<file path="src/rtl/drac_pkg.sv">
// -----------------------------------------------------------------------------
// drac_pkg
// Shared types for the retirement path: the graduation-list entry, the pending
// exception record, the commit FSM state enum, trap causes, and the
// instruction classification helpers used by both the commit unit and the
// graduation list.
// -----------------------------------------------------------------------------
package drac_pkg;

  typedef logic [63:0] bus64_t;
  typedef logic [63:0] addrPC_t;
  typedef logic [11:0] reg_csr_addr_t;

  typedef enum logic [2:0] {
    INSTR_ALU,
    INSTR_LOAD,
    INSTR_STORE,
    INSTR_AMO,
    INSTR_CSR,
    INSTR_FENCE,
    INSTR_FENCE_I,
    INSTR_BRANCH
  } instr_type_t;

  typedef struct packed {
    logic        valid;
    addrPC_t     pc;
    instr_type_t instr_type;
    logic        ex_valid;
  } gl_instruction_t;

  typedef struct packed {
    bus64_t cause;
    bus64_t tval;
  } exception_t;

  typedef enum logic [1:0] {
    ST_RUN,
    ST_CSR_WAIT,
    ST_FENCE_WAIT,
    ST_DRAIN
  } commit_state_t;

  localparam bus64_t CAUSE_ILLEGAL_INSTR = 64'd2;

  function automatic logic is_csr_instr(input gl_instruction_t instr);
    return instr.instr_type == INSTR_CSR;
  endfunction

  function automatic logic is_fence_instr(input gl_instruction_t instr);
    return (instr.instr_type == INSTR_FENCE) || (instr.instr_type == INSTR_FENCE_I);
  endfunction

  function automatic logic is_store_or_amo(input gl_instruction_t instr);
    return (instr.instr_type == INSTR_STORE) || (instr.instr_type == INSTR_AMO);
  endfunction

endpackage

</file>
<file path="src/rtl/commit_unit_if.sv">
// -----------------------------------------------------------------------------
// commit_unit_if
// Bundle between the commit unit, the graduation list and the CSR unit.
//   gl_instr_i       : slot 0 (head) and slot 1 (head+1) entries
//   gl_exception_i   : oldest pending exception (cause, tval)
//   gl_csr_addr_i    : CSR address of the instruction at the head
//   gl_result_i      : CSR write data of the instruction at the head
//   read_head_o      : retire mask back to the graduation list
//   csr_req_valid_o  : CSR access request, with csr_addr_o / csr_wdata_o
//   csr_resp_*_i     : CSR unit response (done, fault, refetch needed)
// master = commit unit side, slave = graduation list / CSR unit side.
// -----------------------------------------------------------------------------
interface commit_unit_if;
  import drac_pkg::*;

  gl_instruction_t [1:0] gl_instr_i;
  exception_t            gl_exception_i;
  reg_csr_addr_t         gl_csr_addr_i;
  bus64_t                gl_result_i;
  logic [1:0]            read_head_o;

  logic                  csr_req_valid_o;
  reg_csr_addr_t         csr_addr_o;
  bus64_t                csr_wdata_o;
  logic                  csr_resp_valid_i;
  logic                  csr_resp_xcpt_i;
  logic                  csr_resp_flush_i;

  modport master (
    input  gl_instr_i, gl_exception_i, gl_csr_addr_i, gl_result_i,
    input  csr_resp_valid_i, csr_resp_xcpt_i, csr_resp_flush_i,
    output read_head_o, csr_req_valid_o, csr_addr_o, csr_wdata_o
  );

  modport slave (
    output gl_instr_i, gl_exception_i, gl_csr_addr_i, gl_result_i,
    output csr_resp_valid_i, csr_resp_xcpt_i, csr_resp_flush_i,
    input  read_head_o, csr_req_valid_o, csr_addr_o, csr_wdata_o
  );

endinterface

</file>
<file path="src/rtl/commit_unit.sv">
// -----------------------------------------------------------------------------
// commit_unit
// Retirement controller behind the graduation list. Retires 0/1/2 oldest
// entries per cycle, serialises CSRs and fences, takes exceptions and
// interrupts precisely at the head, and raises the pipeline-wide flush.
// Ports:
//   clk_i, rst_i        : clock, asynchronous active-high reset
//   gl_if (master)      : graduation-list and CSR-unit bundle
//   interrupt_i         : level interrupt pending, cause in interrupt_cause_i
//   sb_empty_i          : store buffer drained
//   flush_commit_o      : one-cycle full pipeline flush
//   store_commit_o      : a retiring store/AMO is released to the store buffer
//   xcpt_valid_o/cause/tval/pc : trap taken this cycle
//   instret_inc_o       : instructions retired this cycle
//   fatal_o             : sticky CSR response timeout
// -----------------------------------------------------------------------------
module commit_unit
  import drac_pkg::*;
#(
  parameter int DUAL_COMMIT = 1,
  parameter int CSR_TIMEOUT = 1023
) (
  input  logic                 clk_i,
  input  logic                 rst_i,
  commit_unit_if.master        gl_if,
  input  logic                 interrupt_i,
  input  bus64_t               interrupt_cause_i,
  input  logic                 sb_empty_i,
  output logic                 flush_commit_o,
  output logic                 store_commit_o,
  output logic                 xcpt_valid_o,
  output bus64_t               xcpt_cause_o,
  output bus64_t               xcpt_tval_o,
  output addrPC_t              xcpt_pc_o,
  output logic [1:0]           instret_inc_o,
  output logic                 fatal_o
);

  localparam logic [9:0] TIMEOUT_C = 10'(CSR_TIMEOUT);

  commit_state_t   r_state;
  commit_state_t   w_next;
  logic [9:0]      r_csr_cnt;
  logic [9:0]      w_csr_cnt_inc;
  logic            r_fatal;
  logic            r_csr_req;
  reg_csr_addr_t   r_csr_addr;
  bus64_t          r_csr_wdata;

  gl_instruction_t w_s0;
  gl_instruction_t w_s1;
  logic            w_s1_ok;
  logic [1:0]      w_read_head;
  logic            w_flush;
  logic            w_xcpt;
  bus64_t          w_cause;
  bus64_t          w_tval;
  addrPC_t         w_pc;
  logic            w_unused;

  assign w_s0 = gl_if.gl_instr_i[0];
  assign w_s1 = gl_if.gl_instr_i[1];

  // Slot-1 pc only matters if slot 1 traps, which it never does from slot 1.
  assign w_unused = ^w_s1.pc;

  // Slot 1 may ride along with an ordinary slot 0 unless it needs the head
  // to itself, or both would compete for the single store port.
  assign w_s1_ok = (DUAL_COMMIT != 0) && w_s1.valid && !w_s1.ex_valid &&
                   !is_csr_instr(w_s1) && !is_fence_instr(w_s1) &&
                   !(is_store_or_amo(w_s0) && is_store_or_amo(w_s1));

  assign w_csr_cnt_inc = (r_csr_cnt == TIMEOUT_C) ? r_csr_cnt : r_csr_cnt + 10'd1;

  always_comb begin
    w_next      = r_state;
    w_read_head = 2'b00;
    w_flush     = 1'b0;
    w_xcpt      = 1'b0;
    w_cause     = '0;
    w_tval      = '0;
    w_pc        = '0;
    // Outputs are forced quiet while reset is held, even with a valid head.
    if (!rst_i) begin
      case (r_state)
        ST_RUN: begin
          if (w_s0.valid) begin
            if (interrupt_i) begin
              w_xcpt  = 1'b1;
              w_cause = interrupt_cause_i;
              w_pc    = w_s0.pc;
              w_flush = 1'b1;
              w_next  = ST_DRAIN;
            end else if (w_s0.ex_valid) begin
              w_xcpt  = 1'b1;
              w_cause = gl_if.gl_exception_i.cause;
              w_tval  = gl_if.gl_exception_i.tval;
              w_pc    = w_s0.pc;
              w_flush = 1'b1;
              w_next  = ST_DRAIN;
            end else if (is_csr_instr(w_s0)) begin
              w_next = ST_CSR_WAIT;
            end else if (is_fence_instr(w_s0)) begin
              w_next = ST_FENCE_WAIT;
            end else begin
              w_read_head = w_s1_ok ? 2'b11 : 2'b01;
            end
          end
        end
        ST_CSR_WAIT: begin
          if (gl_if.csr_resp_valid_i) begin
            if (gl_if.csr_resp_xcpt_i) begin
              w_xcpt  = 1'b1;
              w_cause = CAUSE_ILLEGAL_INSTR;
              w_pc    = w_s0.pc;
              w_flush = 1'b1;
              w_next  = ST_DRAIN;
            end else begin
              w_read_head = 2'b01;
              w_flush     = gl_if.csr_resp_flush_i;
              w_next      = gl_if.csr_resp_flush_i ? ST_DRAIN : ST_RUN;
            end
          end
        end
        ST_FENCE_WAIT: begin
          // Flush on both fence kinds so fence.i refetches from a clean front end.
          if (sb_empty_i) begin
            w_read_head = 2'b01;
            w_flush     = 1'b1;
            w_next      = ST_DRAIN;
          end
        end
        ST_DRAIN: begin
          w_next = ST_RUN;
        end
        default: begin
          w_next = ST_RUN;
        end
      endcase
    end
  end

  always_ff @(posedge clk_i or posedge rst_i) begin
    if (rst_i) begin
      r_state     <= ST_RUN;
      r_csr_cnt   <= '0;
      r_fatal     <= 1'b0;
      r_csr_req   <= 1'b0;
      r_csr_addr  <= '0;
      r_csr_wdata <= '0;
    end else begin
      r_state   <= w_next;
      // Request stays up for every cycle spent waiting, including the response cycle.
      r_csr_req <= (w_next == ST_CSR_WAIT);
      if ((r_state == ST_RUN) && (w_next == ST_CSR_WAIT)) begin
        r_csr_addr  <= gl_if.gl_csr_addr_i;
        r_csr_wdata <= gl_if.gl_result_i;
        r_csr_cnt   <= '0;
      end else if (r_state == ST_CSR_WAIT) begin
        r_csr_cnt <= w_csr_cnt_inc;
        if (w_csr_cnt_inc == TIMEOUT_C) begin
          r_fatal <= 1'b1;
        end
      end
    end
  end

  assign gl_if.read_head_o     = w_read_head;
  assign gl_if.csr_req_valid_o = r_csr_req;
  assign gl_if.csr_addr_o      = r_csr_addr;
  assign gl_if.csr_wdata_o     = r_csr_wdata;

  assign flush_commit_o = w_flush;
  assign xcpt_valid_o   = w_xcpt;
  assign xcpt_cause_o   = w_cause;
  assign xcpt_tval_o    = w_tval;
  assign xcpt_pc_o      = w_pc;
  assign store_commit_o = (w_read_head[0] & is_store_or_amo(w_s0)) |
                          (w_read_head[1] & is_store_or_amo(w_s1));
  assign instret_inc_o  = {1'b0, w_read_head[0]} + {1'b0, w_read_head[1]};
  assign fatal_o        = r_fatal;

endmodule

</file>
<file path="src/flat_wrapper.sv">
// flat-port wrapper written by rule: the top's interface ports become plain ports
module commit_unit_flat import drac_pkg::*;
#(
  parameter int DUAL_COMMIT = 1,
  parameter int CSR_TIMEOUT = 1023
)
  (clk_i, rst_i, interrupt_i, interrupt_cause_i, sb_empty_i, flush_commit_o, store_commit_o, xcpt_valid_o, xcpt_cause_o, xcpt_tval_o, xcpt_pc_o, instret_inc_o, fatal_o, gl_if_gl_instr_i, gl_if_gl_exception_i, gl_if_gl_csr_addr_i, gl_if_gl_result_i, gl_if_csr_resp_valid_i, gl_if_csr_resp_xcpt_i, gl_if_csr_resp_flush_i, gl_if_read_head_o, gl_if_csr_req_valid_o, gl_if_csr_addr_o, gl_if_csr_wdata_o);
  commit_unit_if gl_if_i ();
  input  logic clk_i;
  input  logic rst_i;
  input  logic interrupt_i;
  input  bus64_t interrupt_cause_i;
  input  logic sb_empty_i;
  output logic flush_commit_o;
  output logic store_commit_o;
  output logic xcpt_valid_o;
  output bus64_t xcpt_cause_o;
  output bus64_t xcpt_tval_o;
  output addrPC_t xcpt_pc_o;
  output logic [1:0] instret_inc_o;
  output logic fatal_o;
  input wire logic [$bits(gl_if_i.gl_instr_i)-1:0] gl_if_gl_instr_i;
  input wire logic [$bits(gl_if_i.gl_exception_i)-1:0] gl_if_gl_exception_i;
  input wire logic [$bits(gl_if_i.gl_csr_addr_i)-1:0] gl_if_gl_csr_addr_i;
  input wire logic [$bits(gl_if_i.gl_result_i)-1:0] gl_if_gl_result_i;
  input wire logic [$bits(gl_if_i.csr_resp_valid_i)-1:0] gl_if_csr_resp_valid_i;
  input wire logic [$bits(gl_if_i.csr_resp_xcpt_i)-1:0] gl_if_csr_resp_xcpt_i;
  input wire logic [$bits(gl_if_i.csr_resp_flush_i)-1:0] gl_if_csr_resp_flush_i;
  output wire logic [$bits(gl_if_i.read_head_o)-1:0] gl_if_read_head_o;
  output wire logic [$bits(gl_if_i.csr_req_valid_o)-1:0] gl_if_csr_req_valid_o;
  output wire logic [$bits(gl_if_i.csr_addr_o)-1:0] gl_if_csr_addr_o;
  output wire logic [$bits(gl_if_i.csr_wdata_o)-1:0] gl_if_csr_wdata_o;
  assign gl_if_i.gl_instr_i = gl_if_gl_instr_i;
  assign gl_if_i.gl_exception_i = gl_if_gl_exception_i;
  assign gl_if_i.gl_csr_addr_i = gl_if_gl_csr_addr_i;
  assign gl_if_i.gl_result_i = gl_if_gl_result_i;
  assign gl_if_i.csr_resp_valid_i = gl_if_csr_resp_valid_i;
  assign gl_if_i.csr_resp_xcpt_i = gl_if_csr_resp_xcpt_i;
  assign gl_if_i.csr_resp_flush_i = gl_if_csr_resp_flush_i;
  assign gl_if_read_head_o = gl_if_i.read_head_o;
  assign gl_if_csr_req_valid_o = gl_if_i.csr_req_valid_o;
  assign gl_if_csr_addr_o = gl_if_i.csr_addr_o;
  assign gl_if_csr_wdata_o = gl_if_i.csr_wdata_o;
  commit_unit #(.DUAL_COMMIT(DUAL_COMMIT), .CSR_TIMEOUT(CSR_TIMEOUT)) u_core (.clk_i(clk_i), .rst_i(rst_i), .gl_if(gl_if_i), .interrupt_i(interrupt_i), .interrupt_cause_i(interrupt_cause_i), .sb_empty_i(sb_empty_i), .flush_commit_o(flush_commit_o), .store_commit_o(store_commit_o), .xcpt_valid_o(xcpt_valid_o), .xcpt_cause_o(xcpt_cause_o), .xcpt_tval_o(xcpt_tval_o), .xcpt_pc_o(xcpt_pc_o), .instret_inc_o(instret_inc_o), .fatal_o(fatal_o));
endmodule
</file>
<file path="config.mk">
export PLATFORM = sky130hd
export DESIGN_NAME = commit_unit_flat
export DESIGN_NICKNAME = d
export VERILOG_FILES = /design/src/rtl/drac_pkg.sv /design/src/rtl/commit_unit_if.sv /design/src/rtl/commit_unit.sv /design/src/flat_wrapper.sv
export SDC_FILE = /design/constraint.sdc
export NUM_CORES = 1
export LEC_CHECK = 0
export ABC_AREA = 1
export BUFFER_PORTS_ARGS = -buffer_cell sky130_fd_sc_hd__clkbuf_2
export CORE_AREA = 2 2 270 272
export CTS_BUF_LIST = sky130_fd_sc_hd__clkbuf_4 sky130_fd_sc_hd__clkbuf_8 sky130_fd_sc_hd__clkbuf_16
export CTS_CLUSTER_SIZE = 30
export DETAILED_ROUTE_END_ITERATION = 16
export DIE_AREA = 0 0 272 274
export GPL_TIMING_DRIVEN = 0
export PLACE_DENSITY_LB_ADDON = 0.3
export SLEW_MARGIN = 15
export SYNTH_ARGS = -nofsm -noshare
export SYNTH_HDL_FRONTEND = slang
export SYNTH_SLANG_ARGS = --single-unit
</file>
<file path="constraint.sdc">
create_clock -name clk_i -period 9.4 [get_ports clk_i]
set_input_delay 0.94 -clock clk_i [delete_from_list [all_inputs] [get_ports clk_i]]
set_output_delay 0.94 -clock clk_i [all_outputs]
set_load 0.02 [all_outputs]
</file>
======== Word level (Yosys, flattened, before mapping) ========
Index checks and enable logic that the tools add are counted.
cells by class
  add/subtract/negate cells ............... 2
  multipliers ............................. 0
  div/mod/pow operators ................... 0
  order comparisons ....................... 0
  equal/unequal tests ..................... 16
  shift-type cells ........................ 0
  muxes and demuxes ....................... 56
  bitwise operators ....................... 4
  reductions and logical operators ........ 17
operators with widths
  kind                                                  count
  2-to-1 mux 64 bit                                     16
  one-hot mux 64 bit (2 select lines)                   2
  2-to-1 mux 2 bit                                      19
  2-to-1 mux 10 bit                                     3
  equality test 10 bit (second input constant)          2
  equality test 3 bit (second input constant)           6
  equality test 3 x 2 -> 1 bit (second input constant)  4
  2-to-1 mux 1 bit                                      12
  adder 10 x 1 -> 10 bit (second input constant)        1
  one-hot mux 2 bit (4 select lines)                    1
  logical AND 1 bit                                     6
  one-hot mux 2 bit (3 select lines)                    1
  equality test 2 x 1 -> 1 bit (second input constant)  2
  equality test 2 bit (second input constant)           2
  zero test 1 bit                                       4
  logical OR 1 bit                                      4
  one-hot mux 1 bit (3 select lines)                    1
  AND reduction 3 bit                                   1
  adder 1 x 1 -> 2 bit                                  1
  AND 1 bit                                             2
  zero test 2 bit                                       1
  one-hot mux 1 bit (2 select lines)                    1
  nonzero test 2 bit                                    1
  inverter 1 bit                                        1
  OR 1 bit                                              1
storage, ports and cells
  register bits ........................... 90
  latch bits .............................. 0
  RAM bits ................................ 0
  memory bits (read-only) ................. 0
  bits of input ports ..................... 413
  output and inout port bits .............. 277
  word-level logic and storage cells ...... 101
  memories kept ........................... 0

======== Logic depth before layout (Yosys ltp) ========
Gate-level depths: netlist (run 1).
  depth in word-level cells ............... 15
  gate-level depth with buffers ........... 13

======== Worst setup path after synthesis (run 1) ========
Ideal clock, no wire load.
  kind .................................... input to output
  start point ............................. input port rst_i
  end point ............................... output port xcpt_tval_o[33]
  data arrival time ....................... 4.213 ns
  required time ........................... 8.460 ns
  path slack .............................. 4.247 ns
  cell stages on the path ................. 5
  buffers on the path ..................... 2
  path through ............................ inv_1 -> nand2_1 -> buf_2 -> buf_1 -> nor2_1
between the ends
  word-level cells in the longest chain between the ends .. 1
RTL lines
  item                line                text
  start: declaration  flat_wrapper.sv:10  input logic rst_i;
  2-to-1 mux 64 bit   commit_unit.sv:84   if (!rst_i) begin
  end: declaration    flat_wrapper.sv:18  output bus64_t xcpt_tval_o;
No other way between the ends.

======== Final worst setup path (run 1) ========
  start point ............................. input port interrupt_i
  end point ............................... output port xcpt_cause_o[22]
between the ends
  word-level cells in the longest chain between the ends .. 4
RTL lines
  item                                 line                text
  start: declaration                   flat_wrapper.sv:11  input logic interrupt_i;
  2-to-1 mux 64 bit                    commit_unit.sv:88   if (interrupt_i) begin
  2-to-1 mux 64 bit                    commit_unit.sv:87   if (w_s0.valid) begin
  one-hot mux 64 bit (2 select lines)  commit_unit.sv:85   case (r_state)
  2-to-1 mux 64 bit                    commit_unit.sv:84
  end: declaration                     flat_wrapper.sv:17  output bus64_t xcpt_cause_o;
No other way between the ends.

==> results.sh, run 1 <==
export IMPL_timing_clock_skew_ns=0.0157
export IMPL_drc=0
export IMPL_leak_pwr_nw=6.15
export IMPL_grt_start_max_net_pins=59
export IMPL_clock_sink_count=90
export IMPL_drt_pass_1_iters=4
export IMPL_grt_pass1_wl_microns=59500
export IMPL_fin_util_pct=14.9
export IMPL_hpwl_microns=38900
export IMPL_timing_rr_start="u_core.r_csr_cnt[1]"
export IMPL_place_gp_congestion=0.847
export IMPL_largest_family_of_logic_cells_by_synthesized_area="simple AND/OR/NAND/NOR gates"
export IMPL_ioPinCount=690
export IMPL_synth_yosys_warnings=0
export IMPL_placed_cell_area_sq_um=10300
export IMPL_synthesized_flop_and_latch_total=90
export IMPL_worst_slew_slack_as_a_fraction_of_its_limit_pct=50.6
export IMPL_cts_tree="done"
export IMPL_synthDominantAreaCellType="sky130_fd_sc_hd__dfrtp_1"
export IMPL_antenna_violations_before_repair=10
export IMPL_cts_hold_repair_buffers=0
export IMPL_total_power_mw=2.18
export IMPL_final_fill_count=8466
export IMPL_finalCritPeriodShare_pct=42.8
export IMPL_critPathLaunchType="input port"
export IMPL_hold_violations=0
export IMPL_worst_hold_startpoint="u_core.fatal_o"
export IMPL_total_die_area_sq_um=74500
export IMPL_setup_tns_final_ns=0
export IMPL_multiInputGateArea_sq_um=2750
export IMPL_seq_area_sq_um=2250
export IMPL_post_synth_cell_area_avg_sq_um=6.39
export IMPL_cts_root_buf="sky130_fd_sc_hd__clkbuf_16"
export IMPL_unrepaired_setup_endpoints_after_global_routing="false"
export IMPL_grt_total_usage_pct=11.3
export IMPL_route_detailed_wl_per_inst_microns=17.1
export IMPL_fp_row_count=99
export IMPL_muxShareOfSynthArea_pct=0
export IMPL_maxSlewViolCount=0
export IMPL_timing_worst_slew_pin_value_ns=0.741
export IMPL_seq_area_frac_synth_pct=37.7
export IMPL_layout_commonest_cell="sky130_fd_sc_hd__clkbuf_2"
export IMPL_synth_compound_area_share_pct=16.3
export IMPL_finalSetupViolCount=0
export IMPL_clock_tree_htree_level_count=3
export IMPL_post_route_worst_setup_slack_ns=5.38
export IMPL_crit_path_cell_trace="clkbuf_2, inv_1, nand2_1, inv_1, clkbuf_1, clkbuf_1, a22oi_1, nor2_1, clkbuf_2"
export IMPL_synthesis_area_sq_um=5980
export IMPL_port_buffers=625
export IMPL_cts_path_max_buffers=2
export IMPL_worst_ep_required_time_ns=8.46
export IMPL_vdd_drop_max_uv=122
export IMPL_gr_ovfl_total=0
export IMPL_first_global_vias=8421
export IMPL_fmax_achieved_mhz=249
export IMPL_class_of_the_most_critical_hold_timing_path="reg -> reg"
export IMPL_finish_net_count=1988
export IMPL_drt_first_iter_violations=414
export IMPL_pre_cts_ws_ns=5.27
export IMPL_hold_end="u_core.fatal_o"
export IMPL_cts_resized=0
export IMPL_worst_path_max_fanout=10
export IMPL_vias=8447
export IMPL_holdWs_ns=0.466
export IMPL_fin_crit_ns=4.02
export IMPL_worstHoldPathCells=2
export IMPL_synthSimpleGateAreaFrac_pct=29.3
export IMPL_layout_cells_non_filler=2546
export IMPL_die_y_microns=274
export IMPL_die_width_microns=272
export IMPL_worstSetupPathType="in -> out"
export IMPL_netlist_top_cells_area="sky130_fd_sc_hd__dfrtp_1 38%, sky130_fd_sc_hd__nor2_1 14%, sky130_fd_sc_hd__nand2_1 13%, sky130_fd_sc_hd__inv_1 11%, sky130_fd_sc_hd__a22oi_1 7.9%"
export IMPL_r2r_cells=9
export IMPL_worstPathArrival_ns=3.08
export IMPL_synthesis_instances=936
export IMPL_post_synth_fa_ha_maj_area_fraction_pct=0.419
export IMPL_tritoncts_num_buffers=9
export IMPL_setup_fix_bufs_post_cts=0
export IMPL_syn_num_nets=1351
export IMPL_post_route_cells_drive_above_1_share_pct=42.6
export IMPL_clk_pin_slew_worst_paths_ns=0.08
export IMPL_post_synth_num_cell_types=24
export IMPL_postLayoutCellArea_sq_um=10700
export IMPL_cap_violations=0
export IMPL_crit_path_end_kind="primary output"
export IMPL_ant_nets=0
export IMPL_p_per_area_nw_per_um2=204
export IMPL_clkLatencyLatePin_ns=0.38
export IMPL_critical_path_slowest_cell="sky130_fd_sc_hd__clkbuf_1"
export IMPL_outcome="finished clean"
export IMPL_yosysTopAreaCellShare_pct=37.7
export IMPL_coreArea_sq_um=72000
export IMPL_reg2reg_slack_ns=7.29
export IMPL_dpl_cell_count=2521
export IMPL_layout_area_overhead_vs_synth_pct=78.8
export IMPL_vias_per_cell=3.32
export IMPL_critPathMaxStageDelay_ns=0.59
export IMPL_worst_r2r_endpoint="u_core.fatal_o"
export IMPL_xor_xnor_cell_area_share_of_the_yosys_netlist_pct=0
export IMPL_layout_cells_most_common_list="625 x sky130_fd_sc_hd__clkbuf_2, 217 x sky130_fd_sc_hd__nor2_1, 209 x sky130_fd_sc_hd__nand2_1"
export IMPL_route_final_wire_length_microns=43500
export IMPL_start_util_pct=8.31
worst max-delay path: cells and delay by family:
kind	cells	cell delay, ns
and+or+nand+nor	2	0.33
AOI/OAI and AO/OA	1	0.20
buffers and inverters	6	1.60
cell families (layout without fill, tap and decap cells):
family | count (synthesis) | after routing
DFF | 90 | 90
and+or+nand+nor | 453 | 453
adders and majority gates | 2 | 2
AOI/OAI and AO/OA | 162 | 162
buffers and inverters | 229 | 871
other | 0 | 9
worst max-delay path by stage:
stage	cells past startpoint	to	start
floorplan	5	xcpt_tval_o[33]	rst_i
global placement	7	xcpt_tval_o[58]	rst_i
detailed placement	9	xcpt_cause_o[21]	interrupt_i
CTS	9	xcpt_cause_o[21]	interrupt_i
global route	9	xcpt_cause_o[21]	interrupt_i
finish	9	xcpt_cause_o[22]	interrupt_i
synthesized netlist by cell type, drive strengths merged:
master,number
nand4,5
o21bai,1
nor3,1
nand3,18
clkbuf,33
nor2,218
buf,26
o31ai,1
a22oi,63
a22o,1
dfrtp,90
nand2,211
inv,170
a21oi,8
ha,2
o21ai,88
state kept, by name, indices dropped and copies added (netlist names):
name	cells
u_core.r_state	2
u_core.gl_if.csr_wdata_o	64
u_core.r_csr_cnt	10
u_core.gl_if.csr_req_valid_o	1
u_core.gl_if.csr_addr_o	12
u_core.fatal_o	1
cell type report:
type | count | area share [%]
diodes | 9 | 0.211
inverters | 170 | 6.02
plain buffers | 59 | 3.14
well taps | 959 | 11.2
multi-input cells | 617 | 25.7
clock inverters | 4 | 0.691
clock buffers | 12 | 2.38
repair buffers | 626 | 29.5
flip-flops and latches | 90 | 21.1
report_power, final:
part | switching [mW] | internal [mW]
sequential | 0.113 | 0.572
combinational | 0.710 | 0.354
clock | 0.180 | 0.247
metal layers:
metal | share of wire, % | global-route usage, %
met1 | 38 | 12.8
met2 | 49 | 20.1
met3 | 8.9 | 2.74
met4 | 3.1 | 4.84
met5 | 0.10 | 0
Note: power is estimated with default switching activity, not from simulation.
==> run 2: changes to the inputs <==
==> constraint.sdc (replaced) <==
create_clock -name clk_i -period 3.2 [get_ports clk_i]
set_input_delay 0.32 -clock clk_i [delete_from_list [all_inputs] [get_ports clk_i]]
set_output_delay 0.32 -clock clk_i [all_outputs]
set_load 0.02 [all_outputs]
==> run 2 against run 1 <==
Clock power rose to 2.7 times the previous value; largest cell class unchanged; hold slack worse by 0.32 ns; critical path depth up 1; total power rose to 2.9 times the previous value; first-iteration DRC count down 0.48%; count of clock-buffer cells in the layout down 3; largest power group unchanged; die area unchanged; sequential power rose to 2.9 times the previous value; cell count unchanged; critical path type is now reg -> out; worst setup slack worse by 5.2 ns; combinational power rose to 2.9 times the previous value; flip-flop and latch count unchanged.
==> results.sh, run 2 (synthesis gave the netlist of run 1 again) <==
export IMPL_place_gp_congestion=0.870
export IMPL_timing_worst_slew_pin_value_ns=0.819
export IMPL_route_final_wire_length_microns=39000
export IMPL_vias=8391
export IMPL_vias_per_cell=3.30
export IMPL_holdWs_ns=0.144
export IMPL_drt_first_iter_violations=412
export IMPL_cts_root_buf="sky130_fd_sc_hd__clkbuf_16"
export IMPL_vdd_drop_max_uv=303
export IMPL_ioPinCount=690
export IMPL_post_route_worst_setup_slack_ns=0.168
export IMPL_total_die_area_sq_um=74500
export IMPL_global_routing_usage_on_met3_pct=2.60
export IMPL_power_share_combinational_pct=49.5
export IMPL_largest_register_ffs=64
export IMPL_fin_util_pct=14.9
export IMPL_clock_share_of_power_pct=18.5
export IMPL_cap_violations=0
export IMPL_drc=0
export IMPL_crit_path_end_kind="primary output"
export IMPL_worstSetupPathType="reg -> out"
export IMPL_crit_top_cell="sky130_fd_sc_hd__nor2_1"
export IMPL_route_detailed_wl_per_inst_microns=15.3
export IMPL_clkLatencyLatePin_ns=0.38
export IMPL_antenna_violations_before_repair=8
export IMPL_die_y_microns=274
export IMPL_sw_frac_of_total_pct=46.8
export IMPL_worst_slew_slack_as_a_fraction_of_its_limit_pct=45.4
export IMPL_port_buffers=625
export IMPL_class_of_the_most_critical_hold_timing_path="in -> reg"
export IMPL_placed_cell_area_sq_um=10400
export IMPL_clock_sink_count=90
export IMPL_fin_crit_ns=3.03
export IMPL_cts_tree="done"
export IMPL_layout_commonest_cell="sky130_fd_sc_hd__clkbuf_2"
export IMPL_ant_nets=0
export IMPL_worstPathArrival_ns=2.71
export IMPL_grt_total_usage_pct=10.0
export IMPL_finish_net_count=1991
export IMPL_finalCritPeriodShare_pct=94.7
export IMPL_maxSlewViolCount=0
export IMPL_critPathMaxStageDelay_ns=0.43
export IMPL_unrepaired_setup_endpoints_after_global_routing="false"
export IMPL_critPathLaunchType="register"
export IMPL_p_per_area_nw_per_um2=585
export IMPL_start_util_pct=8.31
export IMPL_worst_path_max_fanout=10
export IMPL_worst_ep_required_time_ns=2.88
export IMPL_hpwl_microns=34400
export IMPL_grt_pass1_wl_microns=54300
export IMPL_layout_cells_most_common_list="625 x sky130_fd_sc_hd__clkbuf_2, 217 x sky130_fd_sc_hd__nor2_1, 208 x sky130_fd_sc_hd__nand2_1"
export IMPL_fmax_achieved_mhz=330
export IMPL_clock_tree_htree_level_count=3
export IMPL_met2_usage_pct=18.6
export IMPL_grt_start_max_net_pins=32
export IMPL_timing_clock_skew_ns=0.0139
export IMPL_total_power_mw=6.26
export IMPL_leak_pwr_nw=6.14
export IMPL_clk_pin_slew_worst_paths_ns=0.08
export IMPL_drt_pass_1_iters=6
export IMPL_post_route_cells_drive_above_1_share_pct=42.7
export IMPL_fp_row_count=99
export IMPL_power_sequential_fraction_pct=32.1
export IMPL_tritoncts_num_buffers=9
export IMPL_first_global_vias=8358
export IMPL_die_width_microns=272
export IMPL_finalSetupViolCount=0
export IMPL_critical_path_slowest_cell="sky130_fd_sc_hd__dfrtp_1"
export IMPL_busiest_layer="met2"
export IMPL_dpl_cell_count=2523
export IMPL_net_switching_power_mw=2.93
export IMPL_coreArea_sq_um=72000
export IMPL_setup_tns_final_ns=0
export IMPL_internal_power_mw=3.33
export IMPL_postLayoutCellArea_sq_um=10700
export IMPL_hold_violations=0
export IMPL_cts_path_max_buffers=2
export IMPL_crit_path_cell_trace="inv_2, nor2_1, buf_4, nand3_1, o21ai_0, nand2_2, clkbuf_4, buf_6, nor2_1, clkbuf_2"
export IMPL_layout_cells_non_filler=2546
export IMPL_outcome="finished clean"
export IMPL_layout_area_overhead_vs_synth_pct=79.0
export IMPL_gr_ovfl_total=0
export IMPL_pre_cts_ws_ns=0.243
export IMPL_globalRouteMet1Util_pct=10.4
[run 2: changes by cell type in the layout (fill, tap and decap cells not counted), moves of 2 or more]
cell,before,now
sky130_fd_sc_hd__diode_2,9,7
sky130_fd_sc_hd__buf_12,0,3
sky130_fd_sc_hd__buf_2,4,2
sky130_fd_sc_hd__clkinvlp_4,0,3
[run 2: final timing paths]
kind	startpoint	end	slack, ns	depth (start not counted)
worst max-delay path	u_core.r_state[0]	xcpt_pc_o[61]	0.17	10
worst min-delay path	gl_if_gl_result_i[62]	u_core.gl_if.csr_wdata_o[62]	0.14	3
worst max register to register	u_core.r_state[1]	u_core.gl_if.csr_wdata_o[15]	1.02	9
worst min register to register	u_core.fatal_o	u_core.fatal_o	0.47	2
max in group asynchronous	rst_i	u_core.gl_if.csr_wdata_o[62]	2.12	3
min in group asynchronous	rst_i	u_core.gl_if.csr_wdata_o[61]	0.19	3
[run 2: final cells by class]
| class | instances | area, sq um |
|---|---|---|
| repair buffers | 629 | 3200 |
| fillers | 8446 | 61300 |
| clock buffers | 9 | 225 |
| diodes | 7 | 17.5 |
| inverters | 170 | 642 |
| plain buffers | 59 | 340 |
| clock inverters | 6 | 67.6 |
| flip-flops and latches | 90 | 2250 |
| well taps | 959 | 1200 |
| multi-input cells | 617 | 2750 |
[run 2: power by group through the flow]
stage | Combinational (mW) | Clock (mW) | Sequential [mW]
finish | 3.10 | 1.16 | 2.01
global route | 3.45 | 1.27 | 2.09
CTS | 3.19 | 1.24 | 2.01
floorplan | 1.21 | 0 | 2.60
detailed placement | 3.18 | 0 | 2.03
global placement | 3.17 | 0 | 2.02
[run 2: worst max-delay path: cells and delay by family (launching register included)]
kind	cells	cell delay, ns
flops	1	0.43
buf+inv	5	1.00
compound gates	1	0.15
simple gates	4	0.72
[run 2: routing by layer]
| layer | vias to the layer above | part of all wire [%] | wire length [microns] |
|---|---|---|---|
| met2 | 464 | 51 | 19900 |
| met1 | 3716 | 37 | 14400 |
| met4 | 0 | 4.3 | 1690 |
| met3 | 56 | 7.7 | 2990 |
| met5 | - | 0 | 0 |
| li1 | 4155 | - | - |
[run 2: timing repair]
item	in CTS	in global routing
hold buffers	1	0
endpoints found under the hold margin	6	0
setup endpoints to repair	7	1
setup buffers	0	0
gates resized for setup	2	1
==> run 3: changes to the inputs <==
--- a/config.mk
+++ b/config.mk
@@ -13,7 +13,6 @@
 export DETAILED_ROUTE_END_ITERATION = 16
 export DIE_AREA = 0 0 272 274
 export GPL_TIMING_DRIVEN = 0
-export PLACE_DENSITY_LB_ADDON = 0.3
 export SLEW_MARGIN = 15
 export SYNTH_ARGS = -nofsm -noshare
 export SYNTH_HDL_FRONTEND = slang
==> run 3 against run 2 <==
Critical path depth down 1; combinational power grew 2%; global-route usage up 2.1 points; flip-flop and latch count stayed put; register-to-register slack got worse by 0.24 ns; total power rose by 1.8%; worst setup slack got worse by 0.028 ns; via count is 3.2% higher; non-clock buffer count stayed put; utilization increased by 0.064 points; sequential share of layout area down 0.091 points; hold slack improved by 0.0034 ns; largest power group unchanged.
==> results.sh, run 3 (synthesis gave the netlist of run 1 again) <==
export IMPL_outcome="finished clean"
export IMPL_clkLatencyLatePin_ns=0.38
export IMPL_cts_root_buf="sky130_fd_sc_hd__clkbuf_16"
export IMPL_critical_path_buf_inv_count=6
export IMPL_grt_start_max_net_pins=36
export IMPL_critPathMaxStageDelay_ns=0.77
export IMPL_cts_tree="done"
export IMPL_gr_ovfl_total=0
export IMPL_layout_cells_non_filler=2551
export IMPL_route_final_wire_length_microns=47300
export IMPL_finish_net_count=1991
export IMPL_layout_area_overhead_vs_synth_pct=79.7
export IMPL_cap_violations=0
export IMPL_worstSetupPathType="in -> out"
export IMPL_tritoncts_num_buffers=9
export IMPL_worst_path_max_fanout=10
export IMPL_layout_commonest_cell="sky130_fd_sc_hd__clkbuf_2"
export IMPL_vias=8658
export IMPL_timing_worst_slew_pin_value_ns=1.05
export IMPL_power_share_combinational_pct=49.8
export IMPL_power_sequential_fraction_pct=31.7
export IMPL_hpwl_microns=42800
export IMPL_coreArea_sq_um=72000
export IMPL_clock_tree_htree_level_count=3
export IMPL_place_gp_congestion=0.951
export IMPL_port_buffers=625
export IMPL_ioPinCount=690
export IMPL_post_route_cells_drive_above_1_share_pct=43.2
export IMPL_layout_cells_most_common_list="626 x sky130_fd_sc_hd__clkbuf_2, 212 x sky130_fd_sc_hd__nor2_1, 207 x sky130_fd_sc_hd__nand2_1"
export IMPL_clock_sink_count=90
export IMPL_drt_first_iter_violations=345
export IMPL_finalSetupViolCount=0
export IMPL_class_of_the_most_critical_hold_timing_path="in -> reg"
export IMPL_worst_slew_slack_as_a_fraction_of_its_limit_pct=29.9
export IMPL_unrepaired_setup_endpoints_after_global_routing="false"
export IMPL_setup_tns_final_ns=0
export IMPL_reg2reg_slack_ns=0.78
export IMPL_antenna_violations_before_repair=23
export IMPL_first_global_vias=8175
export IMPL_worstPathArrival_ns=2.74
export IMPL_clk_pin_slew_worst_paths_ns=0.08
export IMPL_fmax_achieved_mhz=327
export IMPL_leak_pwr_nw=6.16
export IMPL_die_width_microns=272
export IMPL_p_per_area_nw_per_um2=593
export IMPL_drt_pass_1_iters=5
export IMPL_total_power_mw=6.37
export IMPL_crit_path_cell_trace="clkbuf_2, inv_1, nand2_1, inv_1, clkbuf_1, clkbuf_1, a22oi_1, nor2_1, clkbuf_2"
export IMPL_fin_util_pct=14.9
export IMPL_placed_cell_area_sq_um=10400
export IMPL_dpl_cell_count=2523
export IMPL_critPathLaunchType="input port"
export IMPL_worst_path_dominant_cell_family="buffers and inverters"
export IMPL_start_util_pct=8.31
export IMPL_total_die_area_sq_um=74500
export IMPL_crit_path_end_kind="primary output"
export IMPL_pre_cts_ws_ns=0.120
export IMPL_drc=0
export IMPL_net_switching_power_mw=3.02
export IMPL_fp_row_count=99
export IMPL_grt_pass1_wl_microns=61700
export IMPL_finalCritPeriodShare_pct=95.6
export IMPL_clock_share_of_power_pct=18.5
export IMPL_cts_path_max_buffers=2
export IMPL_critical_path_slowest_cell="sky130_fd_sc_hd__clkbuf_1"
export IMPL_route_detailed_wl_per_inst_microns=18.6
export IMPL_hold_violations=0
export IMPL_worst_ep_required_time_ns=2.88
export IMPL_holdWs_ns=0.148
export IMPL_final_fill_count=8362
export IMPL_die_y_microns=274
export IMPL_maxSlewViolCount=0
export IMPL_fin_crit_ns=3.06
export IMPL_vdd_drop_max_uv=329
export IMPL_sw_frac_of_total_pct=47.5
export IMPL_largest_register_ffs=64
export IMPL_timing_clock_skew_ns=0.0103
export IMPL_internal_power_mw=3.35
export IMPL_ant_nets=0
export IMPL_postLayoutCellArea_sq_um=10700
export IMPL_grt_total_usage_pct=12.2
export IMPL_vias_per_cell=3.39
export IMPL_post_route_worst_setup_slack_ns=0.140
## run 3: worst register-to-register path, cell delays in order, from the launching register on
cell	delay [ns]
sky130_fd_sc_hd__dfrtp_1	0.45
sky130_fd_sc_hd__inv_2	0.12
sky130_fd_sc_hd__nand2_2	0.06
sky130_fd_sc_hd__nor2_2	0.24
sky130_fd_sc_hd__nand2_1	0.11
sky130_fd_sc_hd__nand2_1	0.08
sky130_fd_sc_hd__nand2_1	0.07
sky130_fd_sc_hd__nand2_2	0.08
sky130_fd_sc_hd__nand3_2	0.29
sky130_fd_sc_hd__buf_4	0.36
sky130_fd_sc_hd__buf_4	0.24
sky130_fd_sc_hd__nand2_1	0.08
sky130_fd_sc_hd__o21ai_0	0.09
## run 3: repair_timing
item                       in CTS  in global routing
setup endpoints to repair      21                  8
gates resized for setup         4                  6
hold endpoints to repair        3                  0
hold buffers                    1                  0
setup buffers                   0                  0
## run 3: cell type report
cell class | count | area [sq um] | share of cell area [%]
Antenna cell | 11 | 27.5 | 0.256
Buffer | 59 | 339 | 3.16
Clock buffer | 9 | 225 | 2.10
Clock inverter | 7 | 85.1 | 0.792
Inverter | 170 | 642 | 5.97
Multi-Input combinational cell | 617 | 2770 | 25.8
Sequential cell | 90 | 2250 | 21.0
Tap cell | 959 | 1200 | 11.2
Timing Repair Buffer | 629 | 3200 | 29.8
## run 3: worst paths after layout
| kind | cells after the start | endpoint | startpoint |
|---|---|---|---|
| min reg2reg | 2 | u_core.fatal_o | u_core.fatal_o |
| min | 3 | u_core.gl_if.csr_wdata_o[45] | gl_if_gl_result_i[45] |
| min in group asynchronous | 3 | u_core.gl_if.csr_addr_o[5] | rst_i |
| max reg2reg | 12 | u_core.gl_if.csr_wdata_o[4] | u_core.r_state[1] |
| max in group asynchronous | 5 | u_core.gl_if.csr_wdata_o[4] | rst_i |
| max | 9 | xcpt_cause_o[55] | interrupt_i |
## run 3: power groups by stage
| stage | registers (mW) | clock network (mW) | logic, mW |
|---|---|---|---|
| 4_1_cts | 2.02 | 1.26 | 3.23 |
| 5_1_grt | 2.09 | 1.30 | 3.49 |
| 3_5_place_dp | 2.03 | 0 | 3.23 |
| 3_3_place_gp | 2.02 | 0 | 3.20 |
| 2_1_floorplan | 2.60 | 0 | 1.21 |
| 6_report | 2.02 | 1.18 | 3.17 |
## run 3: metal layers
| metal | vias up | GRT usage (%) | routed length (microns) |
|---|---|---|---|
| met5 | - | 0 | 98 |
| met4 | 14 | 7.24 | 2710 |
| met3 | 91 | 3.78 | 4020 |
| met2 | 524 | 22.6 | 24000 |
| met1 | 3875 | 11.8 | 16500 |
| li1 | 4154 | - | - |
